<file path="src/rtl/flags_ctx_unit.sv">
`default_nettype none
// ============================================================================
// Module   : flags_ctx_unit
// Purpose  : 8086 status-flags register with a shadow stack for interrupt
//            entry/return, the one-instruction interrupt shadow that follows
//            a 0->1 change of IF, and single-step trap sequencing from TF.
// Revision : 1.0 - initial release
// ----------------------------------------------------------------------------
// Ports
//   clk           system clock, all state changes on the rising edge
//   reset         asynchronous, active-high reset
//   flags_in      candidate flag values at 8086 bit positions
//   update_flags  per-flag write enable [0]C [1]P [2]A [3]Z [4]S [5]T [6]I
//                 [7]D [8]O
//   save          interrupt entry: push flags, clear IF and TF
//   restore       interrupt return: pop the top entry into all nine flags
//   instr_done    one-cycle pulse at each instruction retirement
//   flags_out     {4'b0, O, D, I, T, S, Z, 0, A, 0, P, 1, C}
//   irq_enable    maskable interrupts may be taken (IF and no shadow)
//   trap_pending  single-step trap requested
//   depth         number of valid stack entries
//   overflow      sticky: save attempted with the stack full
//   underflow     sticky: restore attempted with the stack empty
// ============================================================================
module flags_ctx_unit #(
  parameter int STACK_DEPTH = 4,
  parameter int DW          = $clog2(STACK_DEPTH + 1)
) (
  input  logic          clk,
  input  logic          reset,
  input  logic [15:0]   flags_in,
  input  logic [8:0]    update_flags,
  input  logic          save,
  input  logic          restore,
  input  logic          instr_done,
  output logic [15:0]   flags_out,
  output logic          irq_enable,
  output logic          trap_pending,
  output logic [DW-1:0] depth,
  output logic          overflow,
  output logic          underflow
);

  // Compact flag vector index, same order as update_flags.
  localparam int F_C = 0;
  localparam int F_P = 1;
  localparam int F_A = 2;
  localparam int F_Z = 3;
  localparam int F_S = 4;
  localparam int F_T = 5;
  localparam int F_I = 6;
  localparam int F_D = 7;
  localparam int F_O = 8;

  localparam logic [DW-1:0] FULL_DEPTH = DW'(STACK_DEPTH);

  // --------------------------------------------------------------------------
  // State
  // --------------------------------------------------------------------------
  logic [8:0] flags;                        // architectural flags
  logic [8:0] stack_mem [STACK_DEPTH];      // saved flag words
  logic       sti_shadow;
  logic       tf_armed;

  // --------------------------------------------------------------------------
  // Combinational next-state
  // --------------------------------------------------------------------------
  logic [8:0]    in_flags;     // flags_in gathered into compact order
  logic [8:0]    upd_flags;    // normal-update result
  logic [8:0]    top_flags;    // entry[depth-1]
  logic [8:0]    next_flags;
  logic          stack_full;
  logic          stack_empty;
  logic          conflict;
  logic          do_push;
  logic          do_pop;
  logic          do_ovf;
  logic          do_unf;
  logic          normal_path;
  logic          next_shadow;

  // Bits of flags_in that carry no flag.
  logic unused_flag_bits;
  assign unused_flag_bits = ^{flags_in[15:12], flags_in[5], flags_in[3], flags_in[1]};

  always_comb begin
    in_flags = '0;
    in_flags[F_C] = flags_in[0];
    in_flags[F_P] = flags_in[2];
    in_flags[F_A] = flags_in[4];
    in_flags[F_Z] = flags_in[6];
    in_flags[F_S] = flags_in[7];
    in_flags[F_T] = flags_in[8];
    in_flags[F_I] = flags_in[9];
    in_flags[F_D] = flags_in[10];
    in_flags[F_O] = flags_in[11];
  end

  assign upd_flags   = (update_flags & in_flags) | (~update_flags & flags);
  assign stack_full  = (depth == FULL_DEPTH);
  assign stack_empty = (depth == '0);

  // Simultaneous save and restore cancel each other; only the normal update
  // survives and both error flags record the attempt.
  assign conflict    = save & restore;
  assign do_push     = save & ~restore & ~stack_full;
  assign do_ovf      = save & ~restore &  stack_full;
  assign do_pop      = restore & ~save & ~stack_empty;
  assign do_unf      = restore & ~save &  stack_empty;
  assign normal_path = conflict | (~save & ~restore);

  // Read mux for the top of stack, written as a compare chain so that the
  // depth counter (which can equal STACK_DEPTH) never indexes the array.
  always_comb begin
    top_flags = '0;
    for (int k = 0; k < STACK_DEPTH; k++) begin
      if (depth == DW'(k + 1)) begin
        top_flags = stack_mem[k];
      end
    end
  end

  always_comb begin
    next_flags = flags;
    if (normal_path) begin
      next_flags = upd_flags;
    end else if (do_push) begin
      next_flags      = upd_flags;
      next_flags[F_I] = 1'b0;
      next_flags[F_T] = 1'b0;
    end else if (do_pop) begin
      next_flags = top_flags;
    end
  end

  // Shadow: set by a 0->1 change of IF on the normal path (which outranks a
  // coincident instr_done, so clearing always needs a later retirement);
  // dropped on retirement, whenever IF ends up 0, or on any stack operation.
  always_comb begin
    next_shadow = sti_shadow;
    if (instr_done) begin
      next_shadow = 1'b0;
    end
    if (!next_flags[F_I]) begin
      next_shadow = 1'b0;
    end
    if (normal_path && !flags[F_I] && upd_flags[F_I]) begin
      next_shadow = 1'b1;
    end
    if (do_push || do_pop) begin
      next_shadow = 1'b0;
    end
  end

  // --------------------------------------------------------------------------
  // Registers
  // --------------------------------------------------------------------------
  always_ff @(posedge clk or posedge reset) begin
    if (reset) begin
      flags        <= '0;
      depth        <= '0;
      sti_shadow   <= 1'b0;
      tf_armed     <= 1'b0;
      trap_pending <= 1'b0;
      irq_enable   <= 1'b0;
      overflow     <= 1'b0;
      underflow    <= 1'b0;
      for (int k = 0; k < STACK_DEPTH; k++) begin
        stack_mem[k] <= '0;
      end
    end else begin
      flags      <= next_flags;
      sti_shadow <= next_shadow;
      irq_enable <= next_flags[F_I] & ~next_shadow;

      if (do_push) begin
        for (int k = 0; k < STACK_DEPTH; k++) begin
          if (depth == DW'(k)) begin
            stack_mem[k] <= flags;
          end
        end
        depth <= depth + DW'(1);
      end else if (do_pop) begin
        depth <= depth - DW'(1);
      end

      // Trap sequencing samples TF before this cycle's update; a successful
      // save overrides whatever the retirement would have done.
      if (do_push) begin
        tf_armed     <= 1'b0;
        trap_pending <= 1'b0;
      end else if (instr_done) begin
        tf_armed <= flags[F_T];
        if (tf_armed) begin
          trap_pending <= 1'b1;
        end
      end

      if (do_ovf || conflict) begin
        overflow <= 1'b1;
      end
      if (do_unf || conflict) begin
        underflow <= 1'b1;
      end
    end
  end

  // --------------------------------------------------------------------------
  // Output packing
  // --------------------------------------------------------------------------
  assign flags_out = {4'b0000, flags[F_O], flags[F_D], flags[F_I], flags[F_T],
                      flags[F_S], flags[F_Z], 1'b0, flags[F_A], 1'b0,
                      flags[F_P], 1'b1, flags[F_C]};

endmodule
`default_nettype wire

</file>
<file path="config.mk">
export PLATFORM = sky130hd
export DESIGN_NAME = flags_ctx_unit
export DESIGN_NICKNAME = d
export VERILOG_FILES = /design/src/rtl/flags_ctx_unit.sv
export SDC_FILE = /design/constraint.sdc
export NUM_CORES = 1
export LEC_CHECK = 0
export BUFFER_PORTS_ARGS = -buffer_cell sky130_fd_sc_hd__buf_2
export CORE_MARGIN = 3
export CORE_UTILIZATION = 35
export CTS_CLUSTER_DIAMETER = 50
export DETAILED_ROUTE_END_ITERATION = 16
export GPL_TIMING_DRIVEN = 0
export SYNTH_ARGS = -nofsm -noshare
export SYNTH_HDL_FRONTEND = slang
export SYNTH_SLANG_ARGS = --single-unit
export TNS_END_PERCENT = 5
</file>
<file path="constraint.sdc">
create_clock -name clk -period 2.1 [get_ports clk]
set_input_delay 0.105 -clock clk [delete_from_list [all_inputs] [get_ports clk]]
set_output_delay 0.105 -clock clk [all_outputs]
set_load 0.1 [all_outputs]
</file>
# After elaboration in Yosys (flattened, before gate mapping)
# Cells that the tools add are included.
op_classes:
  eq_ne: 4
  reduce_logical: 16
  muxes: 18
  bitwise: 19
  addsub: 2
op_table:
  columns: ["op", "count"]
  rows:
  - ["9-bit two-way mux", 7]
  - ["9-bit bitwise AND", 2]
  - ["2-bit AND reduction", 5]
  - ["1-bit bitwise AND", 9]
  - ["1-bit two-way mux", 9]
  - ["9-bit NOT", 1]
  - ["9-bit OR", 1]
  - ["3-bit by 2-bit equality test with 1-bit output, second input constant", 2]
  - ["3-bit two-way mux", 2]
  - ["2-bit nonzero test", 3]
  - ["1-bit NOT", 5]
  - ["3-bit by 1-bit adder with 3-bit output, second input constant", 1]
  - ["3-bit by 1-bit equality test with 1-bit output, second input constant", 1]
  - ["3-bit equality test, second input constant", 1]
  - ["3-bit logical NOT", 1]
  - ["1-bit logical OR", 3]
  - ["3-bit nonzero test", 1]
  - ["3-bit by 1-bit subtractor with 3-bit output, second input constant", 1]
  - ["1-bit logical AND", 2]
  - ["1-bit logical NOT", 1]
  - ["1-bit OR", 1]
totals:
  out_inout_bits: 23
  word_cells: 72
  ff_bits: 54

# Logic depth before layout (Yosys ltp)
# Gate-level depths: netlist (run 1).
logic_depth:
  word_depth: 13
  mapped_depth: 8
  ltp_nobuf: 6

# Worst setup path before layout (run 1)
# No wires, ideal clock.
synth_timing:
  path_kind: "register -> register"
  from: "register depth[1]"
  to: "register flags[0]"
  setup_slack_ns: -0.560
  synth_period_minus_slack_ns: 2.660
  stages_incl_launch_ff: 9
  required_time_ns: 1.969
  setup_time_ns: 0.131
  arrival_time_ns: 2.528
  cell_sequence: "dfrtp_1 inv_1 ha_1 buf_6 nor2b_4 or4b_4 buf_6 nand3_2 o211ai_2"
synth_between:
  elab_chain_len: 8
  elab_cells_between_ends: 17
  cone_classes: "eq/ne (4); mux (7); bitwise (4); reduce/logical (2)"
synth_lines:
  columns: ["element", "line", "rtl"]
  rows:
  - ["start: declaration", "39", "output logic [DW-1:0] depth,"]
  - ["start signal: assignment", "182", "depth <= depth + DW'(1);"]
  - ["start signal: assignment", "184", "depth <= depth - DW'(1);"]
  - ["3-bit by 1-bit equality test with 1-bit output", "117", "if (depth == DW'(k + 1)) begin"]
  - ["9-bit two-way mux (4 in a row)", "117", null]
  - ["9-bit two-way mux", "131", "end else if (do_pop) begin"]
  - ["9-bit two-way mux", "127", "end else if (do_push) begin"]
  - ["9-bit two-way mux", "125", "if (normal_path) begin"]
  - ["end signal: assignment", "172", "flags <= next_flags;"]
  - ["end: declaration", "60", "logic [8:0] flags;"]
# Parallel ways exist; a longest one is shown, timed or not. The select of a mux whose other input is x is not followed.
# A chain may end at the register's enable or synchronous reset.

# Worst setup path in the final report (run 1)
layout_timing:
  from: "register depth[1]"
  to: "register irq_enable"
layout_between:
  elab_chain_len: 13
  elab_cells_between_ends: 22
  cone_classes: "eq/ne (4); mux (10); bitwise (6); reduce/logical (2)"
layout_lines:
  columns: ["element", "line", "rtl"]
  rows:
  - ["3-bit by 1-bit equality test with 1-bit output", "117", null]
  - ["9-bit two-way mux (4 in a row)", "117", null]
  - ["9-bit two-way mux", "131", null]
  - ["9-bit two-way mux", "127", null]
  - ["9-bit two-way mux", "125", null]
  - ["1-bit two-way mux", "144", "if (!next_flags[F_I]) begin"]
  - ["1-bit two-way mux", "147", "if (normal_path && !flags[F_I] && upd_flags[F_I]) begin"]
  - ["1-bit two-way mux", "150", "if (do_push || do_pop) begin"]
  - ["1-bit NOT", "174", "irq_enable <= next_flags[F_I] & ~next_shadow;"]
  - ["1-bit bitwise AND (*)", "174", null]
  - ["end signal: assignment", "174", null]
  - ["end: declaration", "37", "output logic irq_enable,"]
# Every way passes the cells marked *; elsewhere a longest branch is shown, timed or not. The select of a mux whose other input is x is not followed.

==> results of run 1 <==
-- final timing paths --
| check | from | endpoint | slack (ps) | depth (start not counted) |
|---|---|---|---|---|
| max in group asynchronous | reset | stack_mem[33] | 1290 | 4 |
| worst min-delay path | flags_in[4] | flags[2] | 30 | 3 |
| min in group asynchronous | reset | overflow | 290 | 3 |
| worst max-delay path | depth[1] | irq_enable | 110 | 6 |
| worst max register to register | depth[1] | irq_enable | 110 | 6 |
| worst min register to register | underflow | underflow | 480 | 1 |
-- power by group through the flow --
stage / Combinational [µW] / Sequential, µW / Clock [µW]
after floorplan: 1250 / 2440 / 0
after global placement: 2390 / 1770 / 0
after detailed placement: 2440 / 1790 / 0
after CTS: 2440 / 1770 / 646
after global routing: 2670 / 1830 / 692
final: 2470 / 1760 / 621
-- metal layers --
layer	GRT usage, %	up-vias	share of wire, %
met5	0	-	0
met4	3.888	0	1.2
met3	3.028	8	4.1
met2	24.95	51	46
met1	21.52	1081	48
li1	-	1027	-
-- repair_timing --
item                       in CTS  in global routing
hold buffers                    1                  0
pin swaps                       0                  3
buffers inserted                0                  3
setup endpoints to repair      27                 19
gates cloned                    0                  0
gates resized for setup         3                  4
hold endpoints to repair       13                  0
-- layout make-up --
class / instances / share of cell area [%]
multi-input cells: 182 / 41.24
clock inverters: 2 / 0.3689
clock buffers: 6 / 2.435
inverters: 10 / 1.180
well taps: 102 / 3.762
repair buffers: 43 / 7.156
flip-flops and latches: 54 / 39.95
plain buffers: 18 / 3.910
-- sequential cells by signal, indices dropped and copies added (netlist names), named ones only --
| signal | cells |
|---|---|
| flags | 8 |
| irq_enable | 1 |
| sti_shadow | 1 |
| underflow | 1 |
| overflow | 1 |
| depth | 3 |
| tf_armed | 1 |
| trap_pending | 1 |
| stack_mem | 36 |
-- stage by stage --
stage               TNS [ps]  utilization [%]  hold slack [ps]  cells
floorplan             -731.8                -            258.8    266
global placement       -7695            41.21            358.1    406
detailed placement     -2541            41.47            92.16    407
CTS                        0            42.87            29.45    416
global route               0            43.22            36.90    417
finish                     0            43.22            33.16    417
-- cells by family after synthesis --
logic type                 count (synthesis)
AOI/OAI and AO/OA                         64
and+or+nand+nor                           67
muxes                                     34
adders and majority gates                  9
DFF                                       54
other                                      2
buffers and inverters                     30
xor gates and xnor gates                   1
-- synth_stat cells (7+ instances only) --
cell      count  share of area, %
dfrtp_1      54                47
mux2_2       33                13
o21ai_0      23               4.0
nand2_1      22               2.9
a21oi_1      14               2.4
inv_1        10               1.3
ha_1          9               3.9
nand3b_1      9               2.4
nor2_1        9               1.2
a211oi_1      7               1.8
buf_4         7               1.8
nand3_1       7               1.2
nand3_2       7               2.4
o211ai_2      7               3.0
-- worst min-delay path: stages --
cell and delay, ps:
buf_2 70, nand3_1 70, o211ai_2 70
==> metrics.cfg, run 1 <==
[routing]
first_pass_iters=4
via_count=2167
drc=0
postRouteAntennaNets=0
drtIter0Drc=109
wl_per_cell_um=16.53
wl_um=6893
via_per_inst=5.197

[global_routing]
grt_pass1_vias=2232
track_usage_pct=15.51
antenna_found_initial=0
gr-total-overflow=0
grt_pass1_wl_um=11650
grt_max_degree=42

[critical_path]
crit_buf_inv=1
cpMostUsedCell=ha_1
crit_path_end_kind=register
cp_max_fo=10
required_ps=2340
critical_path.cell_chain=ha_1 -> ha_1 -> buf_4 -> a222oi_1 -> o221ai_2 -> a21boi_1
crit_slowest_cell=dfrtp_2
crit_arrival_ps=2230
critPathKind=register to register
critPathTopFamily=compound AO/OA/AOI/OAI gates
cpPeakStageDelay_ps=470
worst_setup_path_start_kind=register

[worst_hold_path]
worstHoldPathType=primary input to register

[synth]
synth-seq-cells=54
netlist_instances=261
synth_flop_cell=dfrtp_1
synth_compound_area_share_pct=15.19
yosysSeqAreaShare_pct=47.02
yosysWarnings=0
synthXorXnorAreaFrac_pct=0.3047
yosysUniqueCellTypes=41
synth-edff-count=0
synth.area.mux_share_pct=13.28
synth_top_family_by_area=compound AO/OA/AOI/OAI gates
synth-simple-area-share_pct=14.24
synthAdderAreaFrac_pct=3.918
synth_area_um2=2874
async_reset_ff_share_pct=100.0
syn_area_per_cell_um2=11.01

[clock_tree]
worstSkewPairLatency_ps=310
cts_tree=done
root_buffer=clkbuf_8
path_clk_slew_ps=100
clkSinkCount=54
cts_made_buffers=5
clockBufferDepth=2
ctsHtreeMaxLevel=2

[cells_and_area]
fin_area_um2=3392
final_common_cell=dfrtp_1
nets=353
mostFrequentLayoutCells=dfrtp_1, buf_2, mux2_2, o21ai_0, nand2_1
drive_gt1_share_pct=40.95
seqCellArea_um2=1355
n_fill_cell=798
syn_to_final_growth_pct=18.02
multi_input_area_um2=1399
antenna_cells=0

[die]
die-area_um2=9334
die_y_um=96.62
rows=32
pin_count=53
start_util_pct=36.62
core_um2=7848
die_x_um=96.62

[power_and_ir_drop]
powerDensity_nw_per_um2=1431
swShare_pct=47.77
power_frac_comb_pct=50.9
p_int_uw=2535
totalPowerFinal_uw=4854
power.switching_uw=2319
ir_drop_mv=0.7491
p_leak_uw=0.001547
p_seq_share_pct=36.3
pwr-share-clk_pct=12.8

[sta]
worstMarginPinSlew_ps=654.7
skew_ps=6.246
relSlewSlack_pct=56.19
drv_slew=0
layout_min_cycle_time_ps=1992
period_share_pct=94.85
setup_violations=0
fmax_mhz=502.1
rsz0062_at_grt=no
hold_viol_final=0
fin_ws_ps=108.2

[place]
place_area_um2=3254
place_hpwl_um=4622
post-place-ws_ps=-161.1
io_buffers=38
gp_congestion=0.7698

[run]
drv_cap=0

[outcome]
status=finished, final reports clean

(Power assumes the default switching activity.)
==> run 2, diff against run 1 <==
RECOVER_POWER = 25   (was unset)
==> run 2 against run 1 <==
Routed wire length rose by 0.16%. Sequential share of layout area did not move. Clock skew hardly changed. Critical path depth unchanged. Non-clock buffer count is the same. Register-to-register slack hardly changed. Hold slack about the same. Critical endpoint unchanged. Critical path type unchanged. Worst setup slack about the same.
==> metrics.cfg, run 2 (same netlist as run 1, synthesis figures left out) <==
[cells_and_area]
nets=353  ; unchanged
largest_register=stack_mem
mostFrequentLayoutCells=dfrtp_1, buf_2, mux2_2, o21ai_0, nand2_1
fin_cells=417  ; unchanged
drive_gt1_share_pct=40.63  ; -0.32 points
antenna_cells=0  ; unchanged
fin_util_pct=43.22  ; unchanged
reg.largest.list=stack_mem (36), flags (8), depth (3)
largest_reg_flops=36  ; unchanged
final_common_cell=dfrtp_1
syn_to_final_growth_pct=18.02  ; unchanged

[clock_tree]
root_buffer=clkbuf_8
ctsHtreeMaxLevel=2  ; unchanged
clkSinkCount=54  ; unchanged
path_clk_slew_ps=100  ; about the same
worstSkewPairLatency_ps=310  ; about the same
clockBufferDepth=2  ; unchanged
cts_tree=done
cts_made_buffers=5  ; unchanged

[die]
core_um2=7848  ; unchanged
die_y_um=96.62  ; unchanged
pin_count=53  ; unchanged
start_util_pct=36.62  ; unchanged
die-area_um2=9334  ; unchanged
die_x_um=96.62  ; unchanged
rows=32  ; unchanged

[routing]
wl_per_cell_um=16.56  ; +0.16%
drc=0  ; unchanged
via_count=2167  ; unchanged
postRouteAntennaNets=0  ; unchanged
via_per_inst=5.197  ; unchanged
first_pass_iters=4  ; unchanged
wl_um=6904  ; +0.16%
drtIter0Drc=109  ; unchanged

[sta]
hold_viol_final=0  ; unchanged
fin_ws_ps=107.7  ; -0.4970 ps
whs_ps=33.10  ; -0.05900 ps
rsz0062_at_grt=no
fmax_mhz=501.9  ; about the same
skew_ps=6.572  ; +0.3264 ps
timing.setup.tns_ps=0  ; unchanged
setup_violations=0  ; unchanged
layout_min_cycle_time_ps=1992  ; +0.4970 ps
drv_slew=0  ; unchanged
relSlewSlack_pct=56.20  ; about the same
worstMarginPinSlew_ps=654.6  ; -0.09423 ps
period_share_pct=94.87  ; about the same

[worst_hold_path]
hp-start=flags_in[4]
worstHoldPathType=primary input to register

[outcome]
status=finished, final reports clean

[place]
post-place-ws_ps=-161.1  ; unchanged
place_hpwl_um=4622  ; unchanged
gp_congestion=0.7698  ; unchanged
dp.cells=407  ; unchanged
io_buffers=38  ; unchanged

[critical_path]
worst_setup_path_start_kind=register
required_ps=2340  ; about the same
crit_path_end_kind=register
crit_path_start=depth[1]
crit_arrival_ps=2230  ; about the same
critPathKind=register to register
regToRegStartpoint=depth[1]
cp_max_fo=10  ; unchanged
reg2reg_setup_slack_ps=110  ; about the same

[global_routing]
antenna_found_initial=0  ; unchanged
grt_pass1_wl_um=11650  ; unchanged
gr-total-overflow=0  ; unchanged
grt_max_degree=42  ; unchanged
track_usage_pct=15.51  ; unchanged
grt_pass1_vias=2232  ; unchanged

[power_and_ir_drop]
p_leak_uw=0.001548  ; about the same
powerDensity_nw_per_um2=1431  ; about the same
ir_drop_mv=0.7491  ; about the same

[run]
drv_cap=0  ; unchanged

[run 2: cell count changes in the layout (fill, tap and decap cells not counted)]
cell	change
inv_1	+1
inv_2	-1
[run 2: area by class of cell]
class                      instances  area (µm²)
tap                              102       127.6
clock buffer                       6       82.58
multi-input combinational        182        1399
sequential                        54        1355
clock inverter                     2       12.51
inverter                          10       40.04
buffer                            18       132.6
timing repair buffer              43       242.7
fill                             798        4456
[run 2: worst max-delay path: stages (launching register included)]
cell and delay, ps:
dfrtp_2 470, ha_1 210, ha_1 220, buf_4 200, a222oi_1 440, o221ai_2 190
a21boi_1 180
[run 2: power breakdown]
part | switching [µW] | internal (µW)
clock | 356 | 266
sequential | 297 | 1460
combinational | 1670 | 805
[run 2: repair_timing]
action                                  4_1_cts  5_1_grt
resized for setup                             3        4
endpoints found under the setup margin       27       19
setup buffers                                 0        3
hold endpoints to repair                     13        0
hold buffers                                  1        0
pin swaps                                     0        3
cloned                                        0        0
[run 2: per-layer routing]
metal / GRT usage (%) / share of wire, %
met3: 3.028 / 3.2
met1: 21.52 / 49
met4: 3.888 / 1.2
met2: 24.95 / 46
met5: 0 / 0
[run 2: final timing paths]
| path | end | cells past startpoint |
|---|---|---|
| worst max register to register | irq_enable | 6 |
| max in group asynchronous | stack_mem[33] | 4 |
| worst max-delay path | irq_enable | 6 |
| worst min register to register | underflow | 1 |
| min in group asynchronous | overflow | 3 |
| worst min-delay path | flags[2] | 3 |
[run 2: stage by stage]
| stage | total power, µW | cell area (µm²) |
|---|---|---|
| 6_report | 4855 | 3392 |
| 5_1_grt | 5194 | 3392 |
| 4_1_cts | 4856 | 3364 |
| 3_5_place_dp | 4221 | 3254 |
| 3_3_place_gp | 4162 | 3234 |
| 2_1_floorplan | 3682 | 2917 |
